--- src/rtl/bit_serial_subtractor.sv ---
// Bit-serial subtractor: computes a - b - bin LSB first over WIDTH clocks using
// one borrow flop, with a self-sequencing FSM and a one-cycle done strobe.
module bit_serial_subtractor #(
  parameter int unsigned WIDTH = 8,
  parameter int unsigned CNT_W = 5
) (
  input  logic             clk,
  input  logic             rst,
  input  logic             start,
  input  logic [WIDTH-1:0] a,
  input  logic [WIDTH-1:0] b,
  input  logic             bin,
  output logic [WIDTH-1:0] diff,
  output logic             bout,
  output logic             ovf,
  output logic             busy,
  output logic             done
);

  typedef enum logic [1:0] {
    IDLE  = 2'd0,
    SHIFT = 2'd1,
    DONE  = 2'd2
  } state_t;

  state_t           state;
  state_t           state_nxt;
  logic [WIDTH-1:0] x;
  logic [WIDTH-1:0] z;
  logic [WIDTH-1:0] res;
  logic             br;
  logic [CNT_W-1:0] cnt;

  logic             d_c;
  logic             br_next_c;
  logic             last_c;

  // 1-bit full subtractor on the current LSBs
  always_comb begin
    d_c       = x[0] ^ z[0] ^ br;
    br_next_c = (~x[0] & z[0]) | (~(x[0] ^ z[0]) & br);
    last_c    = (cnt == CNT_W'(WIDTH - 1));
  end

  // Next-state logic
  always_comb begin
    state_nxt = state;
    case (state)
      IDLE:    if (start) state_nxt = SHIFT;
      SHIFT:   if (last_c) state_nxt = DONE;
      DONE:    state_nxt = IDLE;
      default: state_nxt = IDLE;
    endcase
  end

  always_ff @(posedge clk or negedge rst) begin
    if (!rst) state <= IDLE;
    else      state <= state_nxt;
  end

  // Operand/result shift registers, counter and registered outputs
  always_ff @(posedge clk or negedge rst) begin
    if (!rst) begin
      x    <= '0;
      z    <= '0;
      res  <= '0;
      br   <= 1'b0;
      cnt  <= '0;
      diff <= '0;
      bout <= 1'b0;
      ovf  <= 1'b0;
      busy <= 1'b0;
      done <= 1'b0;
    end else begin
      case (state)
        IDLE: begin
          if (start) begin
            x    <= a;
            z    <= b;
            br   <= bin;
            cnt  <= '0;
            res  <= '0;
            busy <= 1'b1;
          end
        end
        SHIFT: begin
          x   <= {1'b0, x[WIDTH-1:1]};
          z   <= {1'b0, z[WIDTH-1:1]};
          res <= {d_c, res[WIDTH-1:1]};
          br  <= br_next_c;
          if (last_c) begin
            // br here is the borrow into the MSB
            diff <= {d_c, res[WIDTH-1:1]};
            bout <= br_next_c;
            ovf  <= br_next_c ^ br;
            done <= 1'b1;
          end else begin
            cnt <= cnt + CNT_W'(1);
          end
        end
        DONE: begin
          done <= 1'b0;
          busy <= 1'b0;
        end
        default: begin
          done <= 1'b0;
          busy <= 1'b0;
        end
      endcase
    end
  end

endmodule

--- config.mk ---
export PLATFORM = sky130hd
export DESIGN_NAME = bit_serial_subtractor
export DESIGN_NICKNAME = d
export VERILOG_FILES = /design/src/rtl/bit_serial_subtractor.sv
export SDC_FILE = /design/constraint.sdc
export NUM_CORES = 1
export LEC_CHECK = 0
export BUFFER_PORTS_ARGS = -buffer_cell sky130_fd_sc_hd__buf_2
export CORE_UTILIZATION = 55
export DETAILED_ROUTE_END_ITERATION = 6
export GPL_TIMING_DRIVEN = 0
export PLACE_DENSITY_LB_ADDON = 0.3
export SLEW_MARGIN = 10
export SYNTH_ARGS = -nofsm -noshare
export SYNTH_HDL_FRONTEND = slang
export SYNTH_SLANG_ARGS = --single-unit
--- constraint.sdc ---
create_clock -name clk -period 4 [get_ports clk]
set_input_delay 0.8 -clock clk [delete_from_list [all_inputs] [get_ports clk]]
set_output_delay 0.8 -clock clk [all_outputs]
set_load 0.01 [all_outputs]
==> qor.txt, run 1 <==
first-pass detailed-route iteration total -> 4
Distinct cells, synth -> 29
routed len/inst -> 13.70 um
initial core utilization -> 59.72%
RSZ-0062 raised after global routing -> false
min cycle time layout -> 1.684 ns
die width -> 60.51 um
CTS tree -> built
largest net degree at the start of global routing -> 44
outcome -> completed
global-route wire length before repair -> 5561 um
Power Dens Cells -> 788.3 nW/um^2
die area -> 3661 sq um
Leakage Power -> 1.126 nW
crit share post-route -> 42.11%
DRC Markers -> 0
vias per cell -> 5.322
Final Slew Violations -> 0
Synth Register Bits -> 43
Syn. warnings -> 0
CP top delay family -> flip-flops
Clock Skew -> 0.01089 ns
critical path's largest stage delay -> 0.40 ns
input/output buffers -> 31
routability cong. -> 0.7350
min-delay worst type -> flop to flop
initial antenna violation count -> 0
First DRT Iteration DRCs -> 36
Critical Path RT -> 3.20 ns
synthesized area -> 1883 sq um
most frequent cells in the layout -> dfrtp_1 (43), buf_2 (32), nand2_1 (18), o21ai_0 (18), mux2i_1 (17)
Reg clk slew, reported paths -> 0.12 ns
Synth Net Count -> 173
post-synthesis average cell area -> 12.47 sq um
Tot GR Track Use -> 21.24%
Layout area overhead -> 14.15%
# setup viols final -> 0
CTS max path bufs -> 2
CP max FO -> 2
DR vias -> 1240
worst skew pair latency -> 0.34 ns
min-delay src -> z[1]
reg-to-reg startpoint -> cnt[0]
aggregate global routing overflow -> 0
post-DP HPWL -> 2304 um
TNS Setup -> 0 ns
Final ANT Viol Nets -> 0
critical path type -> flop to primary output
cts bufs inserted -> 5
commonest non-fill, non-tap cell in the layout -> dfrtp_1
Post-CTS Resized -> 0
CTS Root Cell -> clkbuf_4
vias in the first global route -> 1253
Buf/Inv on CP -> 1
layout cell share with drive strength beyond 1 -> 29.10%
final wirelength -> 3193 um
Least-Margin Pin Slew -> 0.9059 ns
Cells after Synth -> 151
Worst Setup SP -> bout
Setup crit end kind -> primary output
crit path launch type -> flop
Setup Buffers After CTS -> 0
Final nets -> 211
Worst VDD drop -> 0.3713 mV
Final Total Pwr -> 1.694 mW
CP cell instances -> buf_2
die height -> 60.51 um
Sink Count -> 43
Hold Fails Final Rpt -> 0
fmax -> 593.7 MHz
I/O Pins -> 32
max-cap viol count -> 0
core box area -> 3153 sq um
Post-CTS Hold Buffers -> 0
Slew headroom -> 39.61%
Antenna diodes -> 0
Worst path slowest cell -> dfrtp_1
H-tree Lvls -> 2
std cell rows -> 20
sequential fraction of the synthesis area -> 57.14%
crit path DAT -> 0.88 ns
-- synth_stat cells --
master,instances,area share (%)
nor2b_2,1,0.47
dfrtp_1,43,57
inv_1,7,1.4
buf_6,3,1.8
xnor2_1,2,0.93
a211oi_1,1,0.40
a21oi_1,1,0.27
xor2_1,1,0.47
fa_1,1,1.1
nand2_4,1,0.60
mux2i_1,17,9.0
clkbuf_1,3,0.60
mux2_4,7,5.6
a22o_1,10,4.7
nor2_1,1,0.20
mux2_2,2,1.2
nand2b_1,1,0.33
or3b_1,1,0.47
buf_4,1,0.40
o22ai_1,1,0.33
o21ai_0,18,4.8
nand2_1,18,3.6
nand3_1,3,0.80
o21bai_1,1,0.40
o211a_1,1,0.53
buf_2,1,0.27
nor3b_1,2,0.80
and4bb_4,1,0.86
ha_1,1,0.66
-- area by class of cell --
type                       instances  area, sq um
timing repair buffer              31        155.1
sequential                        43         1076
clock buffer                       6        51.30
inverter                           7        26.28
tap                               44        55.05
fill                             259         1003
buffer                             8        57.56
clock inverter                     1        5.005
multi-input combinational         93        723.2
-- cells by family (layout without fill, tap and decap cells) --
| kind of cell | Yosys count | after routing | share of synthesized area [%] |
|---|---|---|---|
| AND/OR/NAND/NOR | 29 | 29 | 8.106 |
| buffers and inverters | 15 | 53 | 4.452 |
| flip-flops | 43 | 43 | 57.14 |
| XOR/XNOR | 3 | 3 | 1.396 |
| multiplexers | 26 | 26 | 15.81 |
| adder cells (fa/ha/maj) | 2 | 2 | 1.728 |
| AO/OA/AOI/OAI | 33 | 33 | 11.36 |
-- worst paths after layout --
path,to,slack (ns),depth (start not counted)
max,bout,2.32,1
min,z[1],0.50,2
max reg2reg,diff[2],2.42,5
min reg2reg,z[1],0.50,2
max in group asynchronous,z[7],2.86,1
min in group asynchronous,bout,0.57,1
-- where the power goes --
part | leakage [nW] | switching (mW) | internal, mW | total [mW]
Clock | 0.0341 | 0.129 | 0.0816 | 0.211
Sequential | 0.537 | 0.133 | 0.637 | 0.770
Combinational | 0.555 | 0.349 | 0.365 | 0.714
-- per-stage QoR --
step | hold slack (ns) | setup slack [ns] | util (%) | cell area, sq um | instances
4_1_cts | 0.5009 | 2.294 | 68.17 | 2150 | 233
3_5_place_dp | 0.4740 | 2.177 | 66.39 | 2093 | 226
2_1_floorplan | 0.4492 | 2.500 | - | 1883 | 151
3_3_place_gp | 0.4610 | 2.220 | 66.39 | 2093 | 226
6_report | 0.4962 | 2.316 | 68.17 | 2150 | 233
5_1_grt | 0.5214 | 2.252 | 68.17 | 2150 | 233
-- registers in the layout (all words and copies together) (netlist names) --
| name | cells |
|---|---|
| x | 8 |
| bout | 1 |
| diff | 8 |
| busy | 1 |
| z | 8 |
| state | 2 |
| br | 1 |
| ovf | 1 |
| res | 7 |
| cnt | 5 |
| done | 1 |
-- routing by layer --
layer,global-route usage (%),vias up,routed length (um)
met4,7.792,0,38
met2,34.69,25,1581
met1,27.32,607,1483
met5,0,-,0
met3,5.757,5,89
li1,-,603,-
Note: power is estimated with default switching activity, not from simulation.
==> inputs of run 2 (changes only) <==
- ABC_AREA: default -> 1
- CORE_UTILIZATION: 55 -> 54
- clock period: 4 -> 1.7 ns (I/O delays scaled with it)
==> qor.txt, run 2 <==
outcome -> completed
sequential fraction of the synthesis area -> 58.78%
Setup Buffers After CTS -> 0
Antenna diodes -> 0
Synth Register Bits -> 43
Post-synth ARST share -> 100.0%
Layout Cells excl Fill -> 282
Worst VDD drop -> 0.8585 mV
Power Dens Cells -> 1870 nW/um^2
DRC Markers -> 0
Place WS -> 0.2398 ns
routability cong. -> 0.7935
input/output buffers -> 31
Post-CTS Hold Buffers -> 0
First DRT Iteration DRCs -> 70
biggest area consumer among synthesized cells -> dfrtp_1
RSZ-0062 raised after global routing -> false
post-synthesis average cell area -> 9.153 sq um
Distinct cells, synth -> 22
# setup viols final -> 0
critical path type -> flop to flop
initial core utilization -> 58.52%
PnR worst setup slack -> 0.2291 ns
Syn. warnings -> 0
std cell rows -> 20
initial antenna violation count -> 0
number of synthesized flops with an enable pin -> 0
Layout area overhead -> 14.56%
Slew headroom -> 40.44%
Post-CTS Resized -> 0
fin area -> 2097 sq um
Hold WS -> 0.08956 ns
I/O Pins -> 32
Cells after Synth -> 200
H-tree Lvls -> 2
largest cells by area after synthesis -> dfrtp_1 (59%), nand2_1 (10%), a21oi_1 (4.1%)
first-pass detailed-route iteration total -> 4
Synth Net Count -> 222
crit path DAT -> 1.76 ns
Final nets -> 260
most frequent cells in the layout -> nand2_1 (49), dfrtp_1 (43), buf_2 (36)
largest net degree at the start of global routing -> 44
share of the synthesized area in the top cell type -> 58.78%
global-route wire length before repair -> 6003 um
Tot GR Track Use -> 23.70%
CTS max path bufs -> 2
Reg clk slew, reported paths -> 0.11 ns
Final Slew Violations -> 0
min-delay worst type -> input pin to async pin
max-cap viol count -> 0
min cycle time layout -> 1.471 ns
Final Total Pwr -> 3.922 mW
final wirelength -> 3595 um
Layout Utilization -> 67.04%
Largest regs -> diff (8), x (8), z (8)
top-count cell post-synth -> nand2_1
crit share post-route -> 86.52%
Setup crit end kind -> flop
CTS tree -> built
Least-Margin Pin Slew -> 0.8935 ns
DR vias -> 1457
worst skew pair latency -> 0.36 ns
Critical Path RT -> 1.99 ns
crit path launch type -> flop
routed len/inst -> 12.75 um
Final ANT Viol Nets -> 0
fmax -> 679.9 MHz
R2R Setup Slk -> 0.23 ns
layout cell share with drive strength beyond 1 -> 23.53%
commonest non-fill, non-tap cell in the layout -> nand2_1
Leakage Power -> 1.112 nW
die height -> 60.22 um
post-DP HPWL -> 2570 um
core box area -> 3128 sq um
die area -> 3626 sq um
Placed Cells -> 275
vias per cell -> 5.167
top cells by count, synth -> nand2_1 (49), dfrtp_1 (43), nor2_1 (17), a21oi_1 (15), inv_1 (15)
Hold Fails Final Rpt -> 0
Clock Skew -> 0.006353 ns
TNS Setup -> 0 ns
vias in the first global route -> 1338
CP max FO -> 10
DP Area -> 2041 sq um
cts bufs inserted -> 5
CTS Root Cell -> clkbuf_4
Main synth FF type -> dfrtp_1
synthesized area -> 1831 sq um
die width -> 60.22 um
aggregate global routing overflow -> 0
Sink Count -> 43
-- run 2: changes by cell type after synthesis, moves of 4 or more --
cell,before,now
mux2i_1,17,0
o22ai_1,1,7
a22o_1,10,0
nor2_1,1,17
o21ai_1,0,11
o21ai_0,18,14
a21oi_1,1,15
buf_2,1,5
inv_1,7,15
nand2_1,18,49
mux2_4,7,0
-- run 2: critical path, cell delays in order (launching register included) --
cell and delay [ns]:
dfrtp_1 0.44, ha_1 0.23, nand2_1 0.09, inv_1 0.09
nand3_2 0.13, buf_2 0.25, nand2_1 0.07, o21ai_1 0.10
-- run 2: kinds of logic (layout without fill, tap and decap cells) --
logic type               Yosys count  count (layout)  share of synthesized area (%)
AO/OA/AOI/OAI                     50              50                          14.70
XOR/XNOR                           1               1                         0.4786
adder cells (fa/ha/maj)            2               2                          1.777
buffers and inverters             26              64                          6.288
flip-flops                        43              43                          58.78
AND/OR/NAND/NOR                   78              78                          17.98
-- run 2: layer usage --
metal | routed length, um | vias up | track usage (%)
met5 | 0 | - | 0
met4 | 60 | 0 | 14.95
met3 | 148 | 8 | 4.978
met2 | 1716 | 39 | 36.42
met1 | 1669 | 684 | 30.45
li1 | - | 726 | -
-- run 2: path summary, 6_finish.rpt --
check,start,endpoint,cells after the start
setup / recovery,cnt[0],diff[3],7
hold / removal,rst,busy,1
setup reg to reg,cnt[0],diff[3],7
hold reg to reg,diff[5],diff[5],2
max in group asynchronous,rst,z[1],1
min in group clk,a[7],x[7],3
-- run 2: layout make-up --
class	instances	area (sq um)
inverters	18	67.56
clock inverters	1	5.005
multi-input cells	131	639.4
repair buffers	31	155.1
fillers	286	1031
flip-flops and latches	43	1076
well taps	44	55.05
clock buffers	6	51.30
plain buffers	8	47.55
-- run 2: power breakdown --
group | leakage [nW] | switching (mW) | internal (mW)
sequential | 0.542 | 0.260 | 1.47
clock | 0.0341 | 0.303 | 0.192
combinational | 0.536 | 1.03 | 0.666
